File: config.mk
export PLATFORM = sky130hd
export DESIGN_NAME = twos_neg_arbiter
export DESIGN_NICKNAME = d
export VERILOG_FILES = /design/src/rtl/twos_neg_arbiter.sv
export SDC_FILE = /design/constraint.sdc
export NUM_CORES = 1
export LEC_CHECK = 0
export BUFFER_PORTS_ARGS = -buffer_cell sky130_fd_sc_hd__buf_4
export CAP_MARGIN = 20
export CORE_MARGIN = 3
export CORE_UTILIZATION = 45
export CTS_BUF_LIST = sky130_fd_sc_hd__clkbuf_4
export CTS_CLUSTER_SIZE = 14
export DETAILED_ROUTE_END_ITERATION = 10
export GPL_ROUTABILITY_DRIVEN = 0
export PLACE_DENSITY = 0.81
export SETUP_SLACK_MARGIN = 0.3
export SYNTH_ARGS = -nofsm -noshare
export SYNTH_HDL_FRONTEND = slang
export SYNTH_SLANG_ARGS = --single-unit
File: constraint.sdc
create_clock -name clk -period 7.1 [get_ports clk]
set_clock_uncertainty 0.1 [all_clocks]
set_input_delay 0.71 -clock clk [delete_from_list [all_inputs] [get_ports clk]]
set_output_delay 0.71 -clock clk [all_outputs]
set_load 0.1 [all_outputs]
File: src/rtl/twos_neg_arbiter.sv
// Round-robin arbiter in front of one shared bit-serial two's complement negator.
// Operands are negated LSB-first: copy through the first 1, invert every bit above it.
module twos_neg_arbiter #(
  parameter int NREQ  = 4,
  parameter int WIDTH = 8,
  parameter int IDW   = 2
) (
  input  logic                  clk,
  input  logic                  rst,
  input  logic [NREQ-1:0]       req,
  input  logic [NREQ*WIDTH-1:0] a_flat,
  output logic [NREQ-1:0]       grant,
  output logic                  busy,
  output logic [WIDTH-1:0]      y,
  output logic                  y_valid,
  output logic [IDW-1:0]        y_id,
  output logic                  ovf
);

  typedef enum logic [1:0] {IDLE, RUN, DONE} state_t;

  localparam int CW = (WIDTH > 1) ? $clog2(WIDTH) : 1;
  localparam logic [WIDTH-1:0] MNEG = {1'b1, {(WIDTH-1){1'b0}}};
  localparam logic [NREQ-1:0]  ONE  = {{(NREQ-1){1'b0}}, 1'b1};

  state_t           state, state_nxt;
  logic [IDW-1:0]   ptr, sel, idx, id;
  logic             found;
  logic [WIDTH-1:0] sel_a, opnd, res;
  logic [CW-1:0]    cnt;
  logic             seen1, mneg, out_bit, last;

  // Scan upward from the pointer; NREQ is a power of two so the index wraps for free.
  always_comb begin
    sel   = ptr;
    idx   = ptr;
    found = 1'b0;
    for (int k = 0; k < NREQ; k++) begin
      idx = ptr + IDW'(k);
      if (!found && req[idx]) begin
        sel   = idx;
        found = 1'b1;
      end
    end
  end

  assign sel_a   = a_flat[sel*WIDTH +: WIDTH];
  assign out_bit = seen1 ? ~opnd[0] : opnd[0];
  assign last    = (cnt == CW'(WIDTH-1));

  always_comb begin
    state_nxt = state;
    unique case (state)
      IDLE:    if (found) state_nxt = RUN;
      RUN:     if (last)  state_nxt = DONE;
      DONE:    state_nxt = IDLE;
      default: state_nxt = IDLE;
    endcase
  end

  always_ff @(posedge clk or posedge rst) begin
    if (rst) state <= IDLE;
    else     state <= state_nxt;
  end

  always_ff @(posedge clk or posedge rst) begin
    if (rst) begin
      grant   <= '0;
      busy    <= 1'b0;
      y       <= '0;
      y_valid <= 1'b0;
      y_id    <= '0;
      ovf     <= 1'b0;
      ptr     <= '0;
      id      <= '0;
      opnd    <= '0;
      res     <= '0;
      cnt     <= '0;
      seen1   <= 1'b0;
      mneg    <= 1'b0;
    end else begin
      grant   <= '0;
      y_valid <= 1'b0;
      ovf     <= 1'b0;
      unique case (state)
        IDLE: begin
          if (found) begin
            grant <= ONE << sel;
            opnd  <= sel_a;
            mneg  <= (sel_a == MNEG);
            id    <= sel;
            cnt   <= '0;
            seen1 <= 1'b0;
            busy  <= 1'b1;
            ptr   <= sel + 1'b1;
          end
        end
        RUN: begin
          // Result bits enter at the MSB so the word is aligned after WIDTH shifts.
          opnd  <= opnd >> 1;
          seen1 <= seen1 | opnd[0];
          res   <= {out_bit, res[WIDTH-1:1]};
          cnt   <= cnt + 1'b1;
          if (last) begin
            y       <= {out_bit, res[WIDTH-1:1]};
            y_id    <= id;
            y_valid <= 1'b1;
            ovf     <= mneg;
          end
        end
        DONE:    busy <= 1'b0;
        default: ;
      endcase
    end
  end

endmodule

==> impl_metrics.csv, run 1 <==
group,metric,value,unit
outcome,status,"completed",
timing,worst_slack,4.371,ns
die,dieArea,5482,um^2
clock_tree,cts.repair.resized,0,
die,die_h,74.04,um
route,firstDrtPassIters,4,
finish,post-route-util,0.5967,
timing,holdWs,0.3679,ns
pwr,p_leak,1.421,nW
route,drc,0,
logic_synthesis,ys_ff_latch,43,
logic_synthesis,synth.most_common_cell,"nand2_1",
route,wirelength,4442,um
logic_synthesis,yosys_warnings,0,
logic_synthesis,netlist_instances,197,
critical_path,cp_max_fo,12,
finish,layout-drive-gt1-share,0.3098,
logic_synthesis,synth_fp_nets,242,
clock_tree,htreeDepth,2,
route,viasPerCell,5.205,
flow_run,drv_cap,0,
logic_synthesis,synth_edf_count,0,
timing,setup_viol,0,
logic_synthesis,synth_area_leaders,"dfrtp_1 52%, mux2i_1 11%, nand2_1 8.5%",
finish,area_growth,26.43,%
clock_tree,cts-hold-fix-buffers,0,
route,post_drt_wl_per_cell,14.47,um
placement,post-place-ws,3.766,ns
critical_path,arrival,2.90,ns
timing,fin_setup_tns,0,ns
clock_tree,cts_setup_buffers,0,
global_route,antenna_found_initial,0,
global_route,gr-total-overflow,0,
critical_path,critPathRequiredTime,7.27,ns
route,antenna_left,0,
finish,fin_nets,299,
logic_synthesis,synth_common_cells,"47 x nand2_1, 43 x dfrtp_1, 23 x mux2i_1",
die,start_util,0.4719,
critical_path,cp-end-kind,"register",
clock_tree,cts_buffers,5,
clock_tree,clockRootBuffer,"clkbuf_4",
die,io-pin-count,55,
critical_path,cp-start-kind,"input pin",
global_route,grt_pass1_vias,1549,
clock_tree,clk-insertion-delay-late,0.36,ns
timing,slew_headroom,0.5625,
placement,portBuffers,54,
route,drt_iter0_markers,74,
pwr,p_per_area,470.1,nW/um^2
timing,rsz0062_at_grt,"no",
clock_tree,tritoncts,"built",
global_route,track_usage,0.1722,
clock_tree,clkSlewWorstSetupHoldPaths,0.12,ns
global_route,grt_pass1_wl,7100,um
pwr,power,1.238,mW
die,rows,24,
global_route,grt_max_degree,44,
finish,diodes,0,
logic_synthesis,async_reset_ff_frac,1.000,
clock_tree,clockBufferDepth,2,
clock_tree,clock_sinks,43,
timing,fmax,366.4,MHz
route,vias,1598,
logic_synthesis,ys_seq_area_frac,0.5165,
logic_synthesis,synth_top_cell_area_share,0.5165,
die,core_area,4414,um^2
timing,fin_crit,2.729,ns
logic_synthesis,synth_cell_types,30,
timing,hold_viol,0,
timing,worstMarginPinSlew,0.6563,ns
logic_synthesis,synthFlopType,"dfrtp_1",
logic_synthesis,yosys.area.top_type,"dfrtp_1",
critical_path,crit_type,"in -> reg",
pwr,vdd_drop_max,0.1882,mV
logic_synthesis,netlist_area,2083,um^2
placement,dpl.hpwl,3334,um
timing,slew_violations,0,
timing,finalCritPeriodShare,0.3844,
min_path,hp-class,"in -> async",
die,die_x,74.04,um
logic_synthesis,avgSynthCellArea,10.57,um^2
## critical path, cell delays in order
cell      delay [ns]
buf_4           0.11
nor2b_1         0.19
a21oi_1         0.08
o221ai_2        0.53
buf_8           0.24
mux2i_1         0.19
mux2i_1         0.11
or4_1           0.52
o31ai_2         0.22
## kinds of logic (layout without fill, tap and decap cells)
group                      count (synthesis)  in the layout  share of synthesized area
muxes                                     33             33                     0.1646
DFF                                       43             43                     0.5165
adders and majority gates                  7              7                    0.04204
AOI/OAI and AO/OA                         23             23                    0.08349
and+or+nand+nor                           72             72                     0.1484
buffers and inverters                     19             77                    0.04505
## cells in the final DEF, fill, tap and decap left out, types with 2 or more instances in the layout
master and instances:
ha_1 7, a21oi_1 4, nor2_1 7, a22oi_1 7, mux2_2 10, nand2_1 47
nand2b_1 2, or3_1 2, nand3_1 4, nor3_1 2, mux2i_1 23, and2_1 4
o21ai_0 5, inv_1 10, buf_4 57, dfrtp_1 43, clkbuf_4 5
## final timing paths
check	depth (start not counted)	slack, ns	to	from
setup / recovery	9	4.37	mneg$_DFFE_PP0P_	req[2]
hold reg to reg	2	0.39	res[1]$_DFFE_PP0P_	res[1]$_DFFE_PP0P_
max in group asynchronous	3	6.17	cnt[2]$_DFFE_PP0P_	rst
min in group clk	2	0.39	res[1]$_DFFE_PP0P_	res[1]$_DFFE_PP0P_
hold / removal	3	0.37	y[0]$_DFFE_PP0P_	rst
setup reg to reg	8	4.38	mneg$_DFFE_PP0P_	ptr[1]$_DFFE_PP0P_
## layer usage
metal  vias to the layer above  wire length (um)  global-route usage
li1                        787                 -                   -
met1                       771              1783              0.2036
met2                        32              2419              0.3100
met3                         8               172             0.03378
met4                         0                68             0.06036
met5                         -                 0                   0
## cell type report
cell class | count | area, um^2
fillers | 364 | 1780
flip-flops and latches | 43 | 1076
multi-input cells | 135 | 919.6
repair buffers | 58 | 442.9
well taps | 52 | 65.06
inverters | 11 | 53.80
clock inverters | 3 | 38.79
clock buffers | 5 | 37.54
## through the flow
stage	cell area, um^2	instances
after floorplan	2083	197
after global placement	2542	298
after detailed placement	2542	298
after CTS	2619	306
after global routing	2634	307
final	2634	307
## sequential cells by signal, summed over array words and instances, names as in the netlist
register / count
opnd: 8
y: 8
res: 7
grant: 4
cnt: 3
id: 2
ptr: 2
state: 2
y_id: 2
busy: 1
mneg: 1
ovf: 1
seen1: 1
y_valid: 1
## power by group
group	leakage (nW)	internal [mW]	total [mW]	switching, mW
Sequential	0.537	0.347	0.407	0.0607
Clock	0.0426	0.0725	0.149	0.0767
Combinational	0.841	0.214	0.682	0.468
Total	1.42	0.633	1.24	0.606
(Power assumes the default switching activity.)
==> run 2: changes to the inputs <==
Settings changed: PLACE_DENSITY 0.81 to 0.84.
Clock period 7.1 ns to 2.4 ns, I/O delays scaled along.
==> run 2 against run 1 <==
- largest cell class unchanged
- clock-buffer cell count increased by 1
- critical endpoint unchanged
- final cell count increased by 2.6%
- register-to-register slack lost 4.3 ns
- clock power is 140% higher
==> impl_metrics.csv, run 2 (same netlist as run 1, synthesis figures left out) <==
group,metric,value,unit
outcome,status,"completed",
clock_tree,htreeDepth,2,
critical_path,critPathRequiredTime,2.57,ns
die,start_util,0.4719,
global_route,track_usage,0.1841,
route,wirelength,4806,um
route,drc,0,
timing,fin_crit,2.367,ns
route,post_drt_wl_per_cell,15.26,um
clock_tree,clockBufferDepth,2,
route,antenna_left,0,
global_route,grt_pass1_vias,1643,
finish,nFillCells,346,
placement,portBuffers,54,
flow_run,drv_cap,0,
finish,final_cell_mix,"63 x buf_4, 47 x nand2_1, 43 x dfrtp_1",
critical_path,cp-start-kind,"register",
clock_tree,clock_sinks,43,
critical_path,arrival,2.54,ns
clock_tree,clockRootBuffer,"clkbuf_4",
pwr,power,3.752,mW
finish,final_common_cell,"buf_4",
timing,setup_viol,0,
timing,slew_headroom,0.5711,
finish,fin_nets,307,
finish,reg.largest.list,"opnd x8, y x8, res x7",
finish,layout.cells.non_filler,315,
global_route,gr-total-overflow,0,
placement,place_area,2580,um^2
timing,worst_slack,0.03288,ns
clock_tree,clkSlewWorstSetupHoldPaths,0.12,ns
pwr,p_per_area,1376,nW/um^2
die,die_x,74.04,um
global_route,grt_max_degree,44,
finish,design_area,2728,um^2
placement,placed_cells,301,
die,die_h,74.04,um
clock_tree,cts_buffers,5,
critical_path,startpoint,"ptr[0]$_DFFE_PP0P_",
finish,area_growth,30.93,%
pwr,vdd_drop_max,0.5143,mV
critical_path,crit_type,"reg -> reg",
critical_path,r2r_start,"ptr[0]$_DFFE_PP0P_",
finish,layout-drive-gt1-share,0.3460,
die,rows,24,
route,drt_iter0_markers,85,
min_path,min-delay-start,"a_flat[7]",
timing,slew_violations,0,
min_path,hp-class,"in -> reg",
timing,fmax,422.5,MHz
global_route,grt_pass1_wl,7583,um
route,viasPerCell,5.263,
die,io-pin-count,55,
route,firstDrtPassIters,4,
timing,hold_viol,0,
die,core_area,4414,um^2
timing,rsz0062_at_grt,"yes",
timing,worstMarginPinSlew,0.6374,ns
timing,holdWs,0.2591,ns
global_route,antenna_found_initial,0,
clock_tree,tritoncts,"built",
placement,dpl.hpwl,3403,um
pwr,p_leak,1.468,nW
die,dieArea,5482,um^2
critical_path,cp_max_fo,4,
placement,post-place-ws,0.07205,ns
critical_path,cp-end-kind,"register",
route,vias,1658,
timing,finalCritPeriodShare,0.9863,
finish,diodes,0,
clock_tree,clk-insertion-delay-late,0.35,ns
## run 2: cell count changes in the layout (fill, tap and decap cells not counted), sizes merged
cell         previous run  this run
dlygate4sd3             0         1
clkinv                  3         2
buf                    58        64
bufinv                  1         0
clkbuf                  5         6
bufbuf                  0         1
clkinvlp                0         1
## run 2: worst max-delay path, stage by stage (launching register included)
cell	delay, ns
dfrtp_1	0.43
nor2b_2	0.15
a21oi_1	0.07
o221ai_2	0.23
bufbuf_16	0.29
mux2i_1	0.17
mux2i_1	0.12
or4_4	0.56
o31ai_4	0.17
## run 2: area by class of cell
type | instances | area (um^2) | share of cell area
clock inverters | 2 | 12.51 | 0.004587
well taps | 52 | 65.06 | 0.02385
inverters | 11 | 53.80 | 0.01972
flip-flops and latches | 43 | 1076 | 0.3945
multi-input cells | 135 | 939.7 | 0.3445
repair buffers | 66 | 535.5 | 0.1963
clock buffers | 6 | 45.04 | 0.01651
## run 2: layer usage
layer | routed length, um | GRT usage
met1 | 1844 | 0.2107
met2 | 2654 | 0.3366
met3 | 199 | 0.03784
met4 | 107 | 0.06841
met5 | 0 | 0
## run 2: final timing paths
| path | cells after the start | slack [ns] | to |
|---|---|---|---|
| setup / recovery | 8 | 0.03 | mneg$_DFFE_PP0P_ |
| hold / removal | 5 | 0.26 | opnd[7]$_DFFE_PP0P_ |
| setup reg to reg | 8 | 0.03 | mneg$_DFFE_PP0P_ |
| hold reg to reg | 1 | 0.39 | id[0]$_DFFE_PP0P_ |
| max in group asynchronous | 4 | 1.35 | opnd[0]$_DFFE_PP0P_ |
| min in group asynchronous | 4 | 0.47 | y[7]$_DFFE_PP0P_ |
## run 2: what timing repair did
item,CTS,global route
pin swaps,3,1
setup buffers,3,1
hold buffers,1,0
hold endpoints to repair,43,0
resized for setup,2,2
setup endpoints to repair,1,2
gates cloned,1,0
## run 2: per-stage QoR
| step | TNS (ns) | utilization |
|---|---|---|
| floorplan | 0 | - |
| global placement | 0 | 0.5845 |
| detailed placement | 0 | 0.5845 |
| CTS | 0 | 0.6134 |
| global route | -0.05594 | 0.6179 |
| finish | 0 | 0.6179 |
## run 2: where the power goes
part | internal, mW | switching [mW]
sequential | 1.03 | 0.177
clock | 0.125 | 0.238
combinational | 0.751 | 1.44
